==> src/rtl/lsu_load_unit_pkg.sv <==
// Shared load-path definitions: operand widths, LSU opcodes, load FSM states, request record.
package lsu_load_unit_pkg;

    localparam int DEF_CPU_WIDTH     = 32;
    localparam int DEF_LSU_OPT_WIDTH = 4;

    // Store codes come first; load codes sit beside them in the same opcode space.
    localparam logic [DEF_LSU_OPT_WIDTH-1:0] LSU_SB  = 4'h1;
    localparam logic [DEF_LSU_OPT_WIDTH-1:0] LSU_SH  = 4'h2;
    localparam logic [DEF_LSU_OPT_WIDTH-1:0] LSU_SW  = 4'h3;
    localparam logic [DEF_LSU_OPT_WIDTH-1:0] LSU_LB  = 4'h4;
    localparam logic [DEF_LSU_OPT_WIDTH-1:0] LSU_LH  = 4'h5;
    localparam logic [DEF_LSU_OPT_WIDTH-1:0] LSU_LW  = 4'h6;
    localparam logic [DEF_LSU_OPT_WIDTH-1:0] LSU_LBU = 4'h7;
    localparam logic [DEF_LSU_OPT_WIDTH-1:0] LSU_LHU = 4'h8;

    typedef enum logic [1:0] {
        LD_IDLE  = 2'd0,
        LD_ISSUE = 2'd1,
        LD_WAIT  = 2'd2,
        LD_RESP  = 2'd3
    } ld_state_t;

    typedef struct packed {
        logic [DEF_LSU_OPT_WIDTH-1:0] opt;
        logic [1:0]                   off;
    } ld_req_t;

    // A load is legal when the opcode is a load and the access is naturally aligned.
    function automatic logic ld_legal(input logic [DEF_LSU_OPT_WIDTH-1:0] opt,
                                      input logic [1:0] off);
        case (opt)
            LSU_LB, LSU_LBU: return 1'b1;
            LSU_LH, LSU_LHU: return ~off[0];
            LSU_LW:          return (off == 2'b00);
            default:         return 1'b0;
        endcase
    endfunction

endpackage

==> src/rtl/lsu_load_unit_load_extend.sv <==
// Selects the addressed byte/halfword/word of a read word and sign- or zero-extends it.
// Latency: combinational.
// Backpressure: none, pure function of its inputs.
module lsu_load_unit_load_extend
    import lsu_load_unit_pkg::*;
#(
    parameter int W = DEF_CPU_WIDTH
) (
    input  logic [DEF_LSU_OPT_WIDTH-1:0] opt,
    input  logic [1:0]                   off,
    input  logic [W-1:0]                 word,
    output logic [W-1:0]                 data
);

    logic [7:0]  byte_v;
    logic [15:0] half_v;

    always_comb begin
        byte_v = word[{off, 3'b000} +: 8];
        half_v = word[{off[1], 4'b0000} +: 16];
        data   = '0;
        case (opt)
            LSU_LB:  data = {{(W-8){byte_v[7]}}, byte_v};
            LSU_LBU: data = {{(W-8){1'b0}}, byte_v};
            LSU_LH:  data = {{(W-16){half_v[15]}}, half_v};
            LSU_LHU: data = {{(W-16){1'b0}}, half_v};
            LSU_LW:  data = word;
            default: data = '0;
        endcase
    end

endmodule

==> src/rtl/lsu_load_unit.sv <==
// Load unit: takes one EXU load, issues one aligned memory read, returns extended data with a done pulse.
// Latency: accept -> ld_done 2 cycles minimum, +1 per cycle memory stalls, bounded by TIMEOUT_CYCLES.
// Backpressure: ld_ready is high only in IDLE; one load in flight, at least one idle cycle between loads.
module lsu_load_unit
    import lsu_load_unit_pkg::*;
#(
    parameter int CPU_WIDTH      = DEF_CPU_WIDTH,
    parameter int LSU_OPT_WIDTH  = DEF_LSU_OPT_WIDTH,
    parameter int TIMEOUT_CYCLES = 255
) (
    input  logic                     clk,
    input  logic                     rstn,
    input  logic                     ld_valid,
    output logic                     ld_ready,
    input  logic [LSU_OPT_WIDTH-1:0] lsu_opt_code,
    input  logic [CPU_WIDTH-1:0]     addr,
    output logic                     ld_done,
    output logic [CPU_WIDTH-1:0]     data_load,
    output logic                     ld_err,
    output logic                     mem_rd_en,
    output logic [CPU_WIDTH-1:0]     mem_rd_addr,
    input  logic                     mem_rd_valid,
    input  logic [CPU_WIDTH-1:0]     mem_rd_data
);

    localparam int                CNT_W    = $clog2(TIMEOUT_CYCLES + 1);
    localparam logic [CNT_W-1:0]  CNT_LAST = CNT_W'(TIMEOUT_CYCLES - 1);

    ld_state_t              state;
    ld_req_t                req;
    logic [CNT_W-1:0]       wait_cnt;
    logic [CPU_WIDTH-1:0]   ext_data;

    assign ld_ready = (state == LD_IDLE);

    // Extraction always uses the request latched at accept, never the live EXU inputs.
    lsu_load_unit_load_extend #(
        .W (CPU_WIDTH)
    ) u_extend (
        .opt  (req.opt),
        .off  (req.off),
        .word (mem_rd_data),
        .data (ext_data)
    );

    always_ff @(posedge clk or negedge rstn) begin
        if (!rstn) begin
            state       <= LD_IDLE;
            req         <= '0;
            wait_cnt    <= '0;
            ld_done     <= 1'b0;
            ld_err      <= 1'b0;
            data_load   <= '0;
            mem_rd_en   <= 1'b0;
            mem_rd_addr <= '0;
        end else begin
            ld_done   <= 1'b0;
            mem_rd_en <= 1'b0;
            case (state)
                LD_IDLE: begin
                    if (ld_valid) begin
                        req <= '{opt: lsu_opt_code, off: addr[1:0]};
                        if (ld_legal(lsu_opt_code, addr[1:0])) begin
                            state       <= LD_ISSUE;
                            mem_rd_en   <= 1'b1;
                            mem_rd_addr <= {addr[CPU_WIDTH-1:2], 2'b00};
                        end else begin
                            state     <= LD_RESP;
                            ld_done   <= 1'b1;
                            ld_err    <= 1'b1;
                            data_load <= '0;
                        end
                    end
                end
                LD_ISSUE: begin
                    if (mem_rd_valid) begin
                        state     <= LD_RESP;
                        ld_done   <= 1'b1;
                        ld_err    <= 1'b0;
                        data_load <= ext_data;
                    end else begin
                        state <= LD_WAIT;
                    end
                end
                LD_WAIT: begin
                    // Data arriving on the final wait cycle still beats the timeout.
                    if (mem_rd_valid) begin
                        state     <= LD_RESP;
                        wait_cnt  <= '0;
                        ld_done   <= 1'b1;
                        ld_err    <= 1'b0;
                        data_load <= ext_data;
                    end else if (wait_cnt == CNT_LAST) begin
                        state     <= LD_RESP;
                        wait_cnt  <= '0;
                        ld_done   <= 1'b1;
                        ld_err    <= 1'b1;
                        data_load <= '0;
                    end else begin
                        wait_cnt <= wait_cnt + CNT_W'(1);
                    end
                end
                LD_RESP: begin
                    state <= LD_IDLE;
                end
                default: begin
                    state <= LD_IDLE;
                end
            endcase
        end
    end

endmodule

==> config.mk <==
export PLATFORM = sky130hd
export DESIGN_NAME = lsu_load_unit
export DESIGN_NICKNAME = d
export VERILOG_FILES = /design/src/rtl/lsu_load_unit_pkg.sv /design/src/rtl/lsu_load_unit_load_extend.sv /design/src/rtl/lsu_load_unit.sv
export SDC_FILE = /design/constraint.sdc
export NUM_CORES = 1
export LEC_CHECK = 0
export BUFFER_PORTS_ARGS = -buffer_cell sky130_fd_sc_hd__buf_2
export CELL_PAD_IN_SITES_DETAIL_PLACEMENT = 0
export CELL_PAD_IN_SITES_GLOBAL_PLACEMENT = 2
export CORE_ASPECT_RATIO = 0.7
export CORE_MARGIN = 2
export CORE_UTILIZATION = 35
export DETAILED_ROUTE_END_ITERATION = 12
export PLACE_DENSITY_LB_ADDON = 0.1
export SETUP_SLACK_MARGIN = 0.3
export SLEW_MARGIN = 10
export SYNTH_ARGS = -nofsm -noshare
export SYNTH_HDL_FRONTEND = slang
export SYNTH_SLANG_ARGS = --single-unit
==> constraint.sdc <==
create_clock -name clk -period 3.8 [get_ports clk]
set_clock_uncertainty 0.15 [all_clocks]
set_input_delay 0.57 -clock clk [delete_from_list [all_inputs] [get_ports clk]]
set_output_delay 0.57 -clock clk [all_outputs]
set_load 0.02 [all_outputs]
==> metrics.txt <==
Worst Hold Class=in -> async; Clock Tree Buf Depth=2; GP Congestion=0.7719; flop-to-flop setup slack=0.95 ns; Clk pwr share=22.8%; worst r2r src=wait_cnt[0]$_DFFE_PN0P_; Synth Area per Inst=11.94 sq um; WL/cell=17.27 um; Root Driver=clkbuf_16; FMAX=0.3506 GHz; vias in the first global route=3,211; ys async rst share=100.0%; Post-synth EDFFs=0; Internal Power=2537 uW; area post-placement=0.005039 sq mm; Final min period=2.852 ns; Worst setup EP type=flip-flop; Max-cap violations=0; 1st-pass router iterations=4; drt drc=0; Finished Cell Area=0.005375 sq mm; status=finished, final reports clean; CTS Buf Count=9; Worst Hold Slack=0.2617 ns; worst skew pair latency=0.34 ns; Post-DP HPWL=8388 um; I/O pins=140; Filler Cells Inserted=1,133; CTS tree=done; Yosys cell types=59; Yosys warnings=0; Remaining Overflow, GRT=0; Die H=96.72 um; I/O Buffers=137; Final Hold Fails=0; FF/Latch Area=0.002027 sq mm; share of cells above drive strength 1=45.86%; Synth top area share=47.16%; drt total wl=11,260 um; fin crit share=75.06%; Horiz. Die Dim=136.4 um; r2r worst-path depth=7; row cnt=33; Initial Utilization=36.27%; top post-synthesis cells by area=dfrtp_1, mux2_2, mux2i_1; top_reg_cell synth=dfrtp_1; first-pass GRT wire length=18,010 um; synthesis-stage register bit count=81; P per Cell Area=795.8 mW/mm^2; postcts setup bufs=0; routed vias/inst=5.012; area leader, netlist=dfrtp_1; cells after synthesis=360; via total after detailed routing=3,268; Crit Path Max Fanout=33; Flop pwr share=32.9%; H-tree depth=3; register area share after synthesis=47.16%; setup TNS=0 ns; end of the worst register-to-register path=data_load[21]$_DFFE_PN0P_; RSZ-0062 raised after global routing=false; Num Clock Sinks=81; Total GRT Usage=17.84%; Worst slew margin=30.08%; DRT antenna net count=0; initial antenna violation count=0; clk slew on worst S/H paths=0.07 ns; post_cts resized=0; die area=0.01320 sq mm; Area Growth Syn to Fin=25.07%; CP required=3.87 ns; Setup Viol. Count Final=0; Worst VDD drop=408.7 uV; Slew Viols, Final=0; kind of critical path=reg -> reg; Core Region=0.01185 sq mm; fin nets=568; DR iter-0 viols=153; worst-margin pin slew=1.049 ns; area occupied by multi-input gates=0.002056 sq mm; largest net degree at the start of global routing=82; Hold-fix buffers, CTS=0; switch share=40.68%; leakage power=0.002698 uW; critical path arrival=2.92 ns; Post-Synthesis Cell Area=0.004298 sq mm; logic gate share of total power=44.3%; Startpoint Class=flip-flop; Net Switching=1740 uW; ant diodes=0
==> critical path, stage by stage, from the launching register on <==
cell,delay [ns]
dfrtp_1,0.41
inv_1,0.12
ha_1,0.16
nand4_1,0.09
o211ai_1,0.64
and2_1,0.43
nand2_4,0.31
mux2_1,0.41
==> cells in the mapped netlist (2+ instances only) <==
library cell and number:
nor3_1 3, a22oi_2 2, o221ai_1 7, xor2_1 3, nor2_1 11, nor2b_1 3
nor3b_1 4, mux2_4 2, and2_1 2, nand2_1 31, mux2_1 9, and3_1 3
nand3_1 7, clkbuf_8 2, o21ai_0 4, a21oi_1 10, inv_1 9, o22ai_1 2
a21oi_2 10, o211ai_1 3, nand2b_1 3, nand4_1 10, ha_1 6, clkbuf_1 3
buf_6 3, a22o_1 8, dfrtp_1 81, mux2_2 45, xnor2_1 2, buf_4 4
buf_2 10, mux2i_1 17, a21bo_1 7, a221o_1 8, o31ai_1 2
==> placed cells by master (no fill, tap or decap), drive strengths merged, types with 6 or more instances in the layout <==
| master | n |
|---|---|
| buf | 142 |
| a22o | 8 |
| o221ai | 7 |
| nand4 | 10 |
| a21oi | 20 |
| mux2i | 17 |
| nand2 | 32 |
| mux2 | 56 |
| dfrtp | 81 |
| ha | 6 |
| a21bo | 7 |
| nor2 | 11 |
| clkbuf | 10 |
| inv | 12 |
| nand3 | 7 |
| a221o | 8 |
==> power by group through the flow <==
stage	Sequential (uW)	Combinational, uW	Clock [uW]
after floorplan	1610	1290	0
after detailed placement	1420	1920	0
after CTS	1410	1930	1010
after global placement	1410	1910	0
after global routing	1460	2070	1040
final	1410	1900	974
==> per-layer routing <==
| metal | share of wire (%) | track usage (%) | wire [um] | up-vias |
|---|---|---|---|---|
| li1 | - | - | - | 1587 |
| met1 | 50 | 26.65 | 5596 | 1563 |
| met2 | 42 | 25.09 | 4715 | 106 |
| met3 | 6.9 | 4.979 | 776 | 12 |
| met4 | 1.5 | 4.888 | 172 | 0 |
| met5 | 0 | 0 | 0 | - |
==> worst max path at each step <==
stage                                  from                         to  slack (ns)  cells after the start
floorplan              state[1]$_DFFE_PN0P_  data_load[27]$_DFFE_PN0P_        1.70                      8
global placement    wait_cnt[0]$_DFFE_PN0P_  data_load[15]$_DFFE_PN0P_        1.00                      7
detailed placement  wait_cnt[0]$_DFFE_PN0P_  data_load[21]$_DFFE_PN0P_        0.95                      7
CTS                 wait_cnt[0]$_DFFE_PN0P_  data_load[21]$_DFFE_PN0P_        0.92                      7
global route        wait_cnt[0]$_DFFE_PN0P_  data_load[15]$_DFFE_PN0P_        0.72                      7
finish              wait_cnt[0]$_DFFE_PN0P_  data_load[21]$_DFFE_PN0P_        0.95                      7
==> per-stage QoR <==
step | setup WS (ns) | util (%) | total power [uW] | cells
after floorplan | 1.700 | - | 2898 | 361
after global placement | 1.001 | 42.52 | 3321 | 636
final | 0.9477 | 45.36 | 4278 | 652
after detailed placement | 0.9516 | 42.52 | 3343 | 636
after CTS | 0.9217 | 45.36 | 4341 | 652
after global routing | 0.7194 | 45.36 | 4573 | 652
==> kinds of logic after synthesis <==
| group | share of synthesized area (%) |
|---|---|
| AOI/OAI and AO/OA | 14.79 |
| xor gates and xnor gates | 1.019 |
| adders and majority gates | 1.747 |
| buffers and inverters | 5.153 |
| DFF | 47.16 |
| muxes | 18.81 |
| other | 0.08725 |
| and+or+nand+nor | 11.24 |
==> sequential cells by signal (all words and copies together) (netlist names) <==
signal       count
wait_cnt         8
ld_err           1
state            2
data_load       32
req              6
mem_rd_en        1
ld_done          1
mem_rd_addr     30
==> final cells by class <==
| class | instances | share of cell area [%] |
|---|---|---|
| inverters | 9 | 0.6285 |
| clock buffers | 10 | 4.446 |
| clock inverters | 6 | 1.816 |
| repair buffers | 142 | 13.50 |
| multi-input cells | 247 | 38.24 |
| flip-flops and latches | 81 | 37.71 |
| well taps | 157 | 3.655 |
Note: power is estimated with default switching activity, not from simulation.
